`config.mk`:
```
export PLATFORM = sky130hd
export DESIGN_NAME = ram_arbiter_2p_flat
export DESIGN_NICKNAME = d
export VERILOG_FILES = /design/src/rtl/ram_arbiter_2p_if.sv /design/src/rtl/ram_arbiter_2p.sv /design/src/flat_wrapper.sv
export SDC_FILE = /design/constraint.sdc
export NUM_CORES = 1
export LEC_CHECK = 0
export CAP_MARGIN = 5
export CORE_ASPECT_RATIO = 1.25
export CORE_MARGIN = 4
export CORE_UTILIZATION = 38
export CTS_CLUSTER_DIAMETER = 200
export CTS_CLUSTER_SIZE = 25
export DETAILED_ROUTE_END_ITERATION = 7
export MAX_ROUTING_LAYER = met4
export PLACE_DENSITY = 0.76
export SLEW_MARGIN = 5
export SYNTH_ARGS = -nofsm -noshare
export SYNTH_HDL_FRONTEND = slang
export SYNTH_SLANG_ARGS = --single-unit
```
`constraint.sdc`:
```
create_clock -name clk -period 1.7 [get_ports clk]
set_clock_uncertainty 0.1 [all_clocks]
set_input_delay 0.255 -clock clk [delete_from_list [all_inputs] [get_ports clk]]
set_output_delay 0.255 -clock clk [all_outputs]
set_load 0.05 [all_outputs]
```
`src/rtl/ram_arbiter_2p_if.sv`:
```
// ram_arbiter_2p_if
// Bundles the two client request/response channels and the RAM port of the
// two-client RAM arbiter.
//   Client X (X = 0/1):
//     reqX, weX, addrX, wdataX  -> request: held stable until ackX
//     ackX                      <- one-cycle pulse, command issued to the RAM
//     rdataX, rvalidX           <- registered read data and its one-cycle strobe
//   RAM port:
//     ram_wr, ram_waddr, ram_din   <- write strobe, address, data
//     ram_rd, ram_raddr            <- read strobe, address
//     ram_dout                     -> read data, valid RD_LAT cycles after ram_rd
// Modports: slave = arbiter side, master = clients + RAM side.
interface ram_arbiter_2p_if #(
   parameter int AW = 6,
   parameter int DW = 16
);
   logic          req0;
   logic          req1;
   logic          we0;
   logic          we1;
   logic [AW-1:0] addr0;
   logic [AW-1:0] addr1;
   logic [DW-1:0] wdata0;
   logic [DW-1:0] wdata1;
   logic          ack0;
   logic          ack1;
   logic [DW-1:0] rdata0;
   logic [DW-1:0] rdata1;
   logic          rvalid0;
   logic          rvalid1;
   logic          ram_wr;
   logic [AW-1:0] ram_waddr;
   logic [DW-1:0] ram_din;
   logic          ram_rd;
   logic [AW-1:0] ram_raddr;
   logic [DW-1:0] ram_dout;

   modport slave (
      input  req0, req1, we0, we1, addr0, addr1, wdata0, wdata1, ram_dout,
      output ack0, ack1, rdata0, rdata1, rvalid0, rvalid1,
             ram_wr, ram_waddr, ram_din, ram_rd, ram_raddr
   );

   modport master (
      output req0, req1, we0, we1, addr0, addr1, wdata0, wdata1, ram_dout,
      input  ack0, ack1, rdata0, rdata1, rvalid0, rvalid1,
             ram_wr, ram_waddr, ram_din, ram_rd, ram_raddr
   );
endinterface

```
`src/rtl/ram_arbiter_2p.sv`:
```
// ram_arbiter_2p
// Round-robin arbiter and sequencer placing single-word read/write requests
// from two clients onto one RAM port (separate write and read address/data
// paths, shared command slot). One transaction is outstanding at a time:
// IDLE picks a winner, CMD issues the strobe and acks, RWAIT counts the RAM
// read latency, RDONE pulses rvalid to the owner.
// Ports:
//   clk  - rising-edge clock
//   rst  - synchronous reset, active low
//   bus  - ram_arbiter_2p_if.slave: client channels and RAM port
// Parameters: AW address width, DW data width, RD_LAT RAM read latency (1..4).
module ram_arbiter_2p #(
   parameter int AW     = 6,
   parameter int DW     = 16,
   parameter int RD_LAT = 1
) (
   input  logic            clk,
   input  logic            rst,
   ram_arbiter_2p_if.slave bus
);

   localparam int CW = 3;

   typedef enum logic [1:0] {IDLE, CMD, RWAIT, RDONE} state_t;

   state_t        state;
   state_t        state_nxt;

   logic          ptr;
   logic          owner;
   logic          is_rd;
   logic [CW-1:0] cnt;
   logic [AW-1:0] waddr;
   logic [AW-1:0] raddr;
   logic [DW-1:0] din;
   logic [DW-1:0] rdata0;
   logic [DW-1:0] rdata1;

   logic          grant;
   logic          grant_sel;
   logic          capture;
   logic          ack0;
   logic          ack1;
   logic          rvalid0;
   logic          rvalid1;
   logic          ram_wr;
   logic          ram_rd;

   logic          sel_we;
   logic [AW-1:0] sel_addr;
   logic [DW-1:0] sel_wdata;

   // Command of whichever client the IDLE decision selects
   assign sel_we    = grant_sel ? bus.we1    : bus.we0;
   assign sel_addr  = grant_sel ? bus.addr1  : bus.addr0;
   assign sel_wdata = grant_sel ? bus.wdata1 : bus.wdata0;

   always_comb begin
      state_nxt = state;
      grant     = 1'b0;
      grant_sel = ptr;
      capture   = 1'b0;
      ack0      = 1'b0;
      ack1      = 1'b0;
      rvalid0   = 1'b0;
      rvalid1   = 1'b0;
      ram_wr    = 1'b0;
      ram_rd    = 1'b0;
      case (state)
         IDLE: begin
            if (bus.req0 || bus.req1) begin
               grant = 1'b1;
               // A lone requester wins outright; on a tie the pointer decides
               grant_sel = (bus.req0 && bus.req1) ? ptr : bus.req1;
               state_nxt = CMD;
            end
         end
         CMD: begin
            ack0      = ~owner;
            ack1      = owner;
            ram_wr    = ~is_rd;
            ram_rd    = is_rd;
            state_nxt = is_rd ? RWAIT : IDLE;
         end
         RWAIT: begin
            // Counter is about to reach zero: RAM data is valid this cycle
            if (cnt == 3'd1) begin
               capture   = 1'b1;
               state_nxt = RDONE;
            end
         end
         RDONE: begin
            rvalid0   = ~owner;
            rvalid1   = owner;
            state_nxt = IDLE;
         end
         default: state_nxt = IDLE;
      endcase
   end

   always_ff @(posedge clk) begin
      if (!rst) begin
         state <= IDLE;
      end else begin
         state <= state_nxt;
      end
   end

   // Reset clears everything, so a read in flight is simply abandoned
   always_ff @(posedge clk) begin
      if (!rst) begin
         ptr    <= 1'b0;
         owner  <= 1'b0;
         is_rd  <= 1'b0;
         cnt    <= '0;
         waddr  <= '0;
         raddr  <= '0;
         din    <= '0;
         rdata0 <= '0;
         rdata1 <= '0;
      end else begin
         if (grant) begin
            ptr   <= ~grant_sel;
            owner <= grant_sel;
            is_rd <= ~sel_we;
            if (sel_we) begin
               waddr <= sel_addr;
               din   <= sel_wdata;
            end else begin
               raddr <= sel_addr;
            end
         end
         if (state == CMD && is_rd) begin
            cnt <= CW'(RD_LAT);
         end else if (state == RWAIT) begin
            cnt <= cnt - 3'd1;
         end
         if (capture) begin
            if (owner) begin
               rdata1 <= bus.ram_dout;
            end else begin
               rdata0 <= bus.ram_dout;
            end
         end
      end
   end

   assign bus.ack0      = ack0;
   assign bus.ack1      = ack1;
   assign bus.rvalid0   = rvalid0;
   assign bus.rvalid1   = rvalid1;
   assign bus.rdata0    = rdata0;
   assign bus.rdata1    = rdata1;
   assign bus.ram_wr    = ram_wr;
   assign bus.ram_rd    = ram_rd;
   assign bus.ram_waddr = waddr;
   assign bus.ram_raddr = raddr;
   assign bus.ram_din   = din;

endmodule

```
`src/flat_wrapper.sv`:
```
// flat-port wrapper written by rule: the top's interface ports become plain ports
module ram_arbiter_2p_flat 
#(
   parameter int AW     = 6,
   parameter int DW     = 16,
   parameter int RD_LAT = 1
)
  (clk, rst, bus_req0, bus_req1, bus_we0, bus_we1, bus_addr0, bus_addr1, bus_wdata0, bus_wdata1, bus_ram_dout, bus_ack0, bus_ack1, bus_rdata0, bus_rdata1, bus_rvalid0, bus_rvalid1, bus_ram_wr, bus_ram_waddr, bus_ram_din, bus_ram_rd, bus_ram_raddr);
  ram_arbiter_2p_if #(.AW(AW), .DW(DW)) bus_i ();
  input  logic clk;
  input  logic rst;
  input wire logic [$bits(bus_i.req0)-1:0] bus_req0;
  input wire logic [$bits(bus_i.req1)-1:0] bus_req1;
  input wire logic [$bits(bus_i.we0)-1:0] bus_we0;
  input wire logic [$bits(bus_i.we1)-1:0] bus_we1;
  input wire logic [$bits(bus_i.addr0)-1:0] bus_addr0;
  input wire logic [$bits(bus_i.addr1)-1:0] bus_addr1;
  input wire logic [$bits(bus_i.wdata0)-1:0] bus_wdata0;
  input wire logic [$bits(bus_i.wdata1)-1:0] bus_wdata1;
  input wire logic [$bits(bus_i.ram_dout)-1:0] bus_ram_dout;
  output wire logic [$bits(bus_i.ack0)-1:0] bus_ack0;
  output wire logic [$bits(bus_i.ack1)-1:0] bus_ack1;
  output wire logic [$bits(bus_i.rdata0)-1:0] bus_rdata0;
  output wire logic [$bits(bus_i.rdata1)-1:0] bus_rdata1;
  output wire logic [$bits(bus_i.rvalid0)-1:0] bus_rvalid0;
  output wire logic [$bits(bus_i.rvalid1)-1:0] bus_rvalid1;
  output wire logic [$bits(bus_i.ram_wr)-1:0] bus_ram_wr;
  output wire logic [$bits(bus_i.ram_waddr)-1:0] bus_ram_waddr;
  output wire logic [$bits(bus_i.ram_din)-1:0] bus_ram_din;
  output wire logic [$bits(bus_i.ram_rd)-1:0] bus_ram_rd;
  output wire logic [$bits(bus_i.ram_raddr)-1:0] bus_ram_raddr;
  assign bus_i.req0 = bus_req0;
  assign bus_i.req1 = bus_req1;
  assign bus_i.we0 = bus_we0;
  assign bus_i.we1 = bus_we1;
  assign bus_i.addr0 = bus_addr0;
  assign bus_i.addr1 = bus_addr1;
  assign bus_i.wdata0 = bus_wdata0;
  assign bus_i.wdata1 = bus_wdata1;
  assign bus_i.ram_dout = bus_ram_dout;
  assign bus_ack0 = bus_i.ack0;
  assign bus_ack1 = bus_i.ack1;
  assign bus_rdata0 = bus_i.rdata0;
  assign bus_rdata1 = bus_i.rdata1;
  assign bus_rvalid0 = bus_i.rvalid0;
  assign bus_rvalid1 = bus_i.rvalid1;
  assign bus_ram_wr = bus_i.ram_wr;
  assign bus_ram_waddr = bus_i.ram_waddr;
  assign bus_ram_din = bus_i.ram_din;
  assign bus_ram_rd = bus_i.ram_rd;
  assign bus_ram_raddr = bus_i.ram_raddr;
  ram_arbiter_2p #(.AW(AW), .DW(DW), .RD_LAT(RD_LAT)) u_core (.clk(clk), .rst(rst), .bus(bus_i));
endmodule
```
# --- Yosys cells after proc, flatten, opt, wreduce, memory -nomap -nowiden ---
# Index checks and enable logic that the tools add are counted.
totals:
  regBits: 68
  inputBits: 66
  output_inout_bits: 66
  elab_cells: 56
classes:
  n_addsub: 1
  n_eq_ne: 6
  n_mux: 22
  bitwise_logic: 5
  reduce_logical: 11
ops:
  columns: ["op", "n"]
  rows:
  - ["1-bit 2-to-1 mux", 16]
  - ["16-bit 2-to-1 mux", 1]
  - ["2-bit AND reduction", 5]
  - ["2-bit case mux with 4 select lines", 1]
  - ["2-bit 2-to-1 mux", 3]
  - ["6-bit 2-to-1 mux", 1]
  - ["1-bit inverter", 5]
  - ["2-bit == test, second input constant", 2]
  - ["2-bit by 1-bit inequality test with 1-bit output, second input constant", 2]
  - ["3-bit by 1-bit == test with 1-bit output, second input constant", 1]
  - ["3-bit by 1-bit subtractor with 3-bit output, second input constant", 1]
  - ["2-bit by 1-bit == test with 1-bit output, second input constant", 1]
  - ["1-bit logical AND", 2]
  - ["2-bit zero test", 1]
  - ["2-bit nonzero test", 1]
  - ["2-bit OR reduction", 1]
  - ["1-bit logical OR", 1]

# --- Depth between registers and ports, before layout ---
# Gate-level depths: netlist of run 1.
depth:
  word_depth: 7
  mapped_depth: 8
  depth_no_buf: 6

# --- Worst setup path after synthesis of run 1 ---
# Ideal clock, no wire load.
synth_timing:
  path_kind: "reg-to-reg"
  from: "register u_core.state[0]"
  to: "register u_core.raddr[0], in the netlist u_core.bus.ram_raddr[0]"
  setup_ps: 61
  t_arrival_ps: 1624
  t_required_ps: 1539
  setup_slack_ps: -84
  path_stages_with_launch: 7
  path_buffers: 2
  synth_period_minus_slack_ps: 1784
  path_cell_list: "dfxtp_1 buf_2 nor3b_4 a2bb2oi_4 buf_2 mux2i_2 o2111a_1"
synth_between:
  elab_chain_cells: 5
  elab_cells_between_ends: 7
  cone_classes: "mux: 4; bitwise: 1; reduce/logical: 2"
synth_lines:
  columns: ["element", "line", "source"]
  rows:
  - ["start, declared", "ram_arbiter_2p.sv:26", "state_t state;"]
  - ["start signal, assigned", "ram_arbiter_2p.sv:105", "state <= state_nxt;"]
  - ["2-bit zero test (*)", "ram_arbiter_2p.sv:69", "case (state)"]
  - ["1-bit 2-to-1 mux", "ram_arbiter_2p.sv:69", null]
  - ["1-bit 2-to-1 mux", "ram_arbiter_2p.sv:54", "assign sel_we = grant_sel ? bus.we1 : bus.we0;"]
  - ["1-bit inverter (no source line)", null, null]
  - ["2-bit AND reduction (no source line)", null, null]
  - ["end signal, assigned", "ram_arbiter_2p.sv:130", "raddr <= sel_addr;"]
  - ["end, declared", "ram_arbiter_2p.sv:34", "logic [AW-1:0] raddr;"]
# Mark *: on every way between the ends. The rest lies on a longest branch, timed or not.
# A chain may end at the register's enable or synchronous reset.

==> run metrics, run 1 <==
outcome complete, but fails checks; failing checks negative setup slack; post-layout min period 1800 ps; asr flop ratio synth 0%; count of different cell masters after synthesis 34; fin worst setup slack -98.0 ps; top-area cell type share of the netlist area 44.6%; Switching Fraction 33.3%; diode count 0; row cnt 36; Core ar. 7790 µm²; Int Pwr 3.00 mW; Final Hold Viols 0; Worst Hold Slack approximately 360 ps; min-delay worst type reg2reg; IO Pins 132; vias in the first global route 3201; synth cell count leaders dfxtp_1, or4_1, nand2_1; final setup vio count 28; Clock Path Buffers 2; ranking of synthesized cells by area dfxtp_1, or4_1, o2111a_1, mux2i_1, nand2_1; Initial Util roughly two fifths; Synth Instances 322; post-placement cell count 546; Yosys warnings 0; Arr. time, crit path 1940 ps; TritonRoute pass-1 iters 4; Top FF cell, synth dfxtp_1; VDD IR max 840 µV; CTS buffer count 9; largest net degree at the start of global routing 33; Mapped Nets around 400; leakage power between 2 and 2.5 nW; Clk pin slew, worst setup/hold paths 70 ps; RSZ-0062 raised after global routing yes; register share of total power 39.6%; Least-Margin Pin Slew 314 ps; Crit Path Max Fanout 7; share of layout cells above drive strength 1 between 20% and 30%; Routed Antenna Nets 0; Post-synth EDFFs 0; WS Path Type reg2reg; Gate power share 30.4%; CP Capture Type register; biggest cell delay along the critical path ~420 ps; post-route total power around 4.5 mW; GR Util All Layers 20.3%; final WL 10.1 mm; mapped cell area 3050 µm²; Post-Layout Cell Count 569; Routed WL per cell between 15 and 20 µm; Die ar. 9530 µm²; critical path launch point type register; Crit-path slowest cell or4_1; initial antenna violation count 0; required time worst endpoint 1840 ps; count leader, synth dfxtp_1; synthesis-stage register bit count roughly 70; area growth from synthesis to layout 62.1%; P_sw approximately 1.5 mW; max-slew violations 0; PortBufs 131; post-detail-place hpwl 6.93 mm; vias per cell 5.57; Die Y-Extent 108 µm; post-route clock period utilization 106%; Hold Path Origin u_core.bus.rdata0[12]$_SDFFE_PN0P_; Avg Cell Area, Syn 9.47 µm²; CTS tree built; H-Tree Depth 3; max_slew headroom between 70 and 80%; vias 3172; Nets 537; PwrDens roughly 900 nW/µm²; Clock Power Share 30.0%; remaining global-route overflow 0; Horiz. Die Dim around 88 µm; Worst-Skew Late Latency between 300 and 400 ps; number of buffers and inverters on the critical path 2; root buf cell clkbuf_8; max-cap violations 0; RD Place Congestion 0.754; crit-path cells nor3b_4 -> buf_4 -> buf_6 -> o2bb2ai_4 -> or4_1 -> o2111a_1; register area share after synthesis between 40 and 50%; delay-heaviest family, CP simple AND/OR/NAND/NOR gates; DRC Markers 0; largest area contributor in the netlist dfxtp_1; global-route wire length before repair 14.8 mm; clock sinks 68; Achievable Freq 0.556 GHz; drt initial violations 152
==> logic make-up (layout without fill, tap and decap cells) <==
family / after synthesis / in the layout / share of synthesized area [%]
and+or+nand+nor: 136 / 136 / 25.6
DFF: 68 / 68 / 44.6
AOI/OAI and AO/OA: 58 / 60 / 16.9
buffers and inverters: 39 / 189 / 5.50
muxes: 19 / 19 / 6.48
adders and majority gates: 2 / 2 / 0.820
==> worst min-delay path: cells and delay by family, from the launching register on <==
family	cells	cell delay, ps
and+or+nand+nor	1	50
AOI/OAI and AO/OA	1	50
DFF	1	310
==> stage by stage <==
step           area (µm²)  util, %  worst slack, ps  TNS [ps]
2_1_floorplan        3100        -            -61.3     -1590
3_3_place_gp         4570     58.6             -449    -13340
3_5_place_dp         4570     58.6             -520    -16110
4_1_cts              4820     61.8            -61.3     -1160
5_1_grt              4950     63.5             -142     -3480
6_report             4950     63.5            -98.0     -1640
==> area by class of cell <==
type / count / area [µm²]
clock inverters: 6 / 63.8
fillers: 658 / 2850
repair buffers: 166 / 1580
inverters: 7 / 26.3
flip-flops and latches: 68 / 1370
multi-input cells: 217 / 1650
clock buffers: 10 / 138
well taps: 95 / 119
==> per-layer routing <==
| layer | GRT usage, % | wire, µm | vias to the layer above |
|---|---|---|---|
| li1 | - | - | 1522 |
| met1 | 22.6 | 3960 | 1515 |
| met2 | 34.2 | 5140 | 119 |
| met3 | 5.49 | 831 | 16 |
| met4 | 8.10 | 176 | 0 |
| met5 | - | 0 | - |
==> power groups by stage <==
stage	Sequential, mW	Combinational (mW)	Clock, mW
after detailed placement	1.82	1.29	0
after global placement	1.81	1.27	0
after floorplan	2.14	0.434	0
after CTS	1.78	1.31	1.38
after global routing	1.79	1.45	1.44
final	1.78	1.37	1.35
==> worst paths after layout <==
kind,endpoint,slack [ps],depth (start not counted)
worst max-delay path,u_core.bus.ram_din[15]$_SDFFE_PN0P_,-100,6
worst max register to register,u_core.bus.ram_din[15]$_SDFFE_PN0P_,-100,6
worst min-delay path,u_core.bus.rdata0[12]$_SDFFE_PN0P_,360,2
worst min register to register,u_core.bus.rdata0[12]$_SDFFE_PN0P_,360,2
==> placed cells by master (no fill, tap or decap), types with 2 or more instances in the layout <==
master            n
buf_6             5
clkinv_2          2
buf_4            83
nor2_1           22
mux2i_2           2
nor2_4            4
clkdlybuf4s50_1  64
nand2_1          35
dfxtp_1          65
clkbuf_8         10
ha_1              2
mux2i_1          16
nand2b_1          2
o2111a_1         28
buf_12           11
and3_1            2
a21oi_1          21
o2bb2ai_4         3
clkinvlp_4        2
inv_1             5
or4_1            56
dfxtp_2           2
inv_2             2
o21ai_0           3
nand3_1           4
==> registers in the layout, summed over array words and instances (netlist names), named ones only <==
name / count
u_core.bus.ram_raddr: 6
u_core.bus.rdata0: 16
u_core.owner: 1
u_core.cnt: 3
u_core.bus.ram_waddr: 6
u_core.state: 1
u_core.bus.ram_din: 16
u_core.bus.rdata1: 16
u_core.ptr: 1
u_core.is_rd: 1
==> what timing repair did <==
action | in CTS | in global routing
pin swaps | 2 | 3
hold buffers | 0 | 0
setup endpoints to repair | 51 | 46
gates resized for setup | 14 | 10
buffers inserted | 0 | 3
cloned | 0 | 4
endpoints found under the hold margin | 0 | 0
(Power assumes the default switching activity.)
==> run 2, diff against run 1 <==
- CAP_MARGIN: 5 -> 25
==> results of run 2 <==
Final layout, timing and power as in run 1 (identical DEF).
==> RTL change 1, RTL diff (settings of run 2) <==
`AW` is set to 6 in 3 places; all go to 4.
--- a/src/rtl/ram_arbiter_2p_if.sv
+++ b/src/rtl/ram_arbiter_2p_if.sv
@@ -11,7 +11,7 @@
 //     ram_dout                     -> read data, valid RD_LAT cycles after ram_rd
 // Modports: slave = arbiter side, master = clients + RAM side.
 interface ram_arbiter_2p_if #(
-   parameter int AW = 6,
+   parameter int AW = 4,
    parameter int DW = 16
 );
    logic          req0;
--- a/src/rtl/ram_arbiter_2p.sv
+++ b/src/rtl/ram_arbiter_2p.sv
@@ -10,7 +10,7 @@
 //   bus  - ram_arbiter_2p_if.slave: client channels and RAM port
 // Parameters: AW address width, DW data width, RD_LAT RAM read latency (1..4).
 module ram_arbiter_2p #(
-   parameter int AW     = 6,
+   parameter int AW     = 4,
    parameter int DW     = 16,
    parameter int RD_LAT = 1
 ) (
--- a/src/flat_wrapper.sv
+++ b/src/flat_wrapper.sv
@@ -1,7 +1,7 @@
 // flat-port wrapper written by rule: the top's interface ports become plain ports
 module ram_arbiter_2p_flat 
 #(
-   parameter int AW     = 6,
+   parameter int AW     = 4,
    parameter int DW     = 16,
    parameter int RD_LAT = 1
 )
Interface: changed (resized bus_addr0, bus_addr1, bus_ram_raddr and bus_ram_waddr); port bits go from 132 to 124. The function was not compared with the original's and may differ.
==> RTL change 1 against run 2 <==
The flow still finishes with violations (negative setup slack); sequential cell count is 4 lower; routed wire length is 12% lower; total power is 11% lower; first-iteration DRC count is 62% lower; synthesized area is 5.7% lower; final area is 7.0% lower; die area is 5.3% lower; setup slack better by 63 ps; highest routed layer unchanged.
==> RTL change 1: results (changes against run 2) <==
Status
  • Status: complete, but fails checks
  • Failing checks: negative setup slack

Placed design
  • Setup WS pre-CTS: -476.2 ps (+43.31 ps)
  • Placed cell areas: 4264 um2 (-6.7%)
  • Gpl congestion: 0.7255 (-3.7%)
  • Port bufs: 123 (-6.1%)

Synthesis
  • Adder-cell share of the synthesized area: 0.8703% (+0.050 points)
  • Syn Nets: 367 (-5.9%)
  • Synth top area cells: dfxtp_1, or4_1, o2111a_1
  • Count of different cell masters after synthesis: 33 (-2.9%)
  • Syn avg cell area: 9.489 um2 (+0.17%)
  • Register area share after synthesis: 44.56% (-0.066 points)
  • Synth Area in Compound Gates: 16.49% (-0.45 points)

Pwr
  • Peak VDD IR: 0.0004378 V (-48%)
  • Lkg Pwr: 1.883 nW (-6.3%)

STA
  • Final setup fails: 25 (-11%)
  • Fin worst setup slack: -35.09 ps (+62.92 ps)
  • Final hold slack: 355.7 ps (-6.050 ps)

Critical path
  • CP delay by family, top: compound AO/OA/AOI/OAI gates
  • Max incr delay on CP: 370 ps (-50 ps)
  • Critical path's slowest cell: dfxtp_4

Hold path
  • Hold path start: u_core.bus.rdata0[14]

Finish
  • Fillers: 635 (-3.5%)
  • Share of cells above drive strength 1: 30.25% (+0.71 points)

Routing
  • Initial DRC count: 58 (-62%)
  • Via density: 5.400 (-3.1%)

Global routing
  • Global-route wire length before repair: 14.50 mm (-2.1%)
  • Largest net degree at the start of global routing: 49 (+48%)
==> RTL change 1: per-layer routing <==
layer  GRT usage [%]  up-vias  wire length (um)
li1                -     1400                 -
met5               -        -                 0
met4           5.090        0                87
met3           6.724        8               686
met1           23.39     1380              3743
met2           33.50      101              4347
==> RTL change 1: final cells by class <==
type	instances	area (um2)	area share, %
Timing Repair Buffer	155	1494	32.49
Clock buffer	11	141.4	3.075
Inverter	7	26.28	0.5714
Sequential cell	64	1289	28.03
Tap cell	92	115.1	2.503
Multi-Input combinational cell	203	1513	32.90
Clock inverter	3	20.02	0.4354
==> RTL change 1: report_power, final <==
part | total, mW | switching, mW | leakage (nW) | internal, mW
combinational | 1.21 | 0.679 | 1.28 | 0.536
clock | 1.12 | 0.565 | 0.0773 | 0.550
sequential | 1.67 | 0.0712 | 0.523 | 1.60
==> RTL change 1: timing repair <==
action	in CTS	in global routing
setup buffers	2	0
cloned	1	1
resized for setup	20	13
pin swaps	1	4
setup endpoints to repair	43	58
endpoints found under the hold margin	0	0
==> RTL change 2, RTL diff (settings of run 2) <==
Without the edit above. Make the reset (`rst`) asynchronous in 2 clocked blocks. Comments in the files are not updated.
--- a/src/rtl/ram_arbiter_2p.sv
+++ b/src/rtl/ram_arbiter_2p.sv
@@ -98,7 +98,7 @@
       endcase
    end
 
-   always_ff @(posedge clk) begin
+   always_ff @(posedge clk or negedge rst) begin
       if (!rst) begin
          state <= IDLE;
       end else begin
@@ -107,7 +107,7 @@
    end
 
    // Reset clears everything, so a read in flight is simply abandoned
-   always_ff @(posedge clk) begin
+   always_ff @(posedge clk or negedge rst) begin
       if (!rst) begin
          ptr    <= 1'b0;
          owner  <= 1'b0;
Behaviour: differs if rst is asserted again (counterexample within 4 cycles, from zero or initial values and one cycle with rst low); with rst held inactive, the same outputs for 10 cycles.
==> RTL change 2 against run 2 <==
The flow still finishes with violations (negative setup slack); final area up 5.4%; hold slack got worse by 17 ps; routed wire length shrank 0.56%; via count shrank 6.9%; setup slack gained 11 ps; global-route usage up 0.14 points; sequential share of layout area increased by 5.0 points; synthesized area grew 3.4%; sequential cell count unchanged; count of clock-buffer cells in the layout stayed put; fmax is 0.63% higher; first-iteration DRC count is 22% lower; critical endpoint is now u_core.bus.ram_waddr[4]; highest routed layer unchanged.
Power is not compared: it rests on default switching activity, and its combinational part moved more than twofold at a synthesized area within 25%.
==> RTL change 2: results (changes against run 2) <==
Routing
  • WL per Instance: 18.76 um (+5.6%)
  • Initial DRC count: 118 (-22%)

Synthesis
  • Count of different cell masters after synthesis: 31 (-8.8%)
  • Synth top area cells: dfrtp_1, mux2_2, a311oi_1
  • Multiplexer share of the synthesized area: 11.42% (+4.9 points)
  • Synthesized area: 3156 um2 (+3.4%)
  • Async S/R FF share, synth: 100.0% (+100 points)
  • Syn Nets: 357 (-8.5%)
  • Adder-cell share of the synthesized area: 0.7930% (-0.027 points)
  • Register area share after synthesis: 53.93% (+9.3 points)
  • Post-synth top cells: dfrtp_1, inv_1, mux2_2

Finish
  • Share of cells above drive strength 1: 47.17% (+18 points)
  • Area occupied by multi-input gates: 1579 um2 (-4.5%)
  • Reg area: 1704 um2 (+25%)
  • Final #Nets: 504 (-6.1%)
  • Non-clock buffer share of cell area: 28.55% (-3.4 points)
  • Final Util: 65.78% (+2.3 points)
  • Buffers excl. clock: 161 (-3.0%)
  • Logic inverters: 33 (+26)

STA
  • Final setup fails: 39 (+39%)
  • Worst relative slew slack: 71.65% (-6.9 points)
  • Fin worst setup slack: -86.71 ps (+11.30 ps)

Status
  • Status: complete, but fails checks
  • Failing checks: negative setup slack

Placed design
  • Gpl congestion: 0.7735 (+2.6%)
  • Placed cell areas: 4673 um2 (+2.3%)

Critical path
  • R2R depth: 3 (-3)
  • Crit-path max FO: 6 (-1)
  • Capturing point of the worst reg2reg path: u_core.bus.ram_waddr[4]
  • Max incr delay on CP: 480 ps (+60 ps)

Global routing
  • Global-route wire length before repair: 14.97 mm (+1.1%)
  • GR Util All Layers: 20.43% (+0.14 points)
  • Largest net degree at the start of global routing: 69 (+110%)
  • Vias in the first global route: 3102 (-3.1%)

Clock network
  • Post-CTS Resized: 28 (+14)

Hold path
  • Worst Hold Class: input port to asynchronous set/reset pin
-- RTL change 2: cell types whose count changed after synthesis, sizes merged, moves of 19 or more --
cell,delta
o2111a,-28
a311oi,+29
nand2,-33
nor2,-20
or4,-56
mux2i,-19
mux2,+32
inv,+26
nor4,+27
dfrtp,+68
dfxtp,-68
nor3,+29
-- RTL change 2: how the worst max path moves through the flow --
stage	cells past startpoint	endpoint
global route	4	u_core.bus.ram_waddr[3]
detailed placement	4	u_core.bus.ram_din[4]
floorplan	5	u_core.bus.ram_waddr[1]
finish	3	u_core.bus.ram_waddr[4]
CTS	3	u_core.bus.ram_din[4]
global placement	4	u_core.bus.ram_din[14]
-- RTL change 2: routing by layer --
layer | wire [um] | vias to the layer above | part of all wire (%) | track usage [%]
li1 | - | 1361 | - | -
met1 | 3845 | 1433 | 38 | 23.88
met2 | 5217 | 138 | 52 | 34.04
met3 | 801 | 21 | 8.0 | 3.748
met4 | 189 | 0 | 1.9 | 8.936
met5 | 0 | - | 0 | -
-- RTL change 2: metrics by stage --
stage          total power, mW  instances  worst slack (ps)  TNS (ps)  hold slack (ps)
6_report                 11.16        536            -86.71     -1415            344.9
3_3_place_gp             9.144        517            -383.1     -9211            199.9
4_1_cts                  10.94        535            -83.16     -1741            370.0
2_1_floorplan            7.006        289            -78.67     -2501           -140.6
5_1_grt                  11.70        536            -149.4     -5131            388.7
3_5_place_dp             9.309        517            -430.0    -11350            203.2
-- RTL change 2: power by group --
part | switching (mW) | total [mW] | internal, mW
Combinational | 4.34 | 6.91 | 2.56
Sequential | 0.489 | 2.90 | 2.41
Clock | 0.637 | 1.35 | 0.717
-- RTL change 2: worst min-delay path, delay by kind of cell --
| family | cells | cell delay, ps |
|---|---|---|
| buffers and inverters | 3 | 940 |
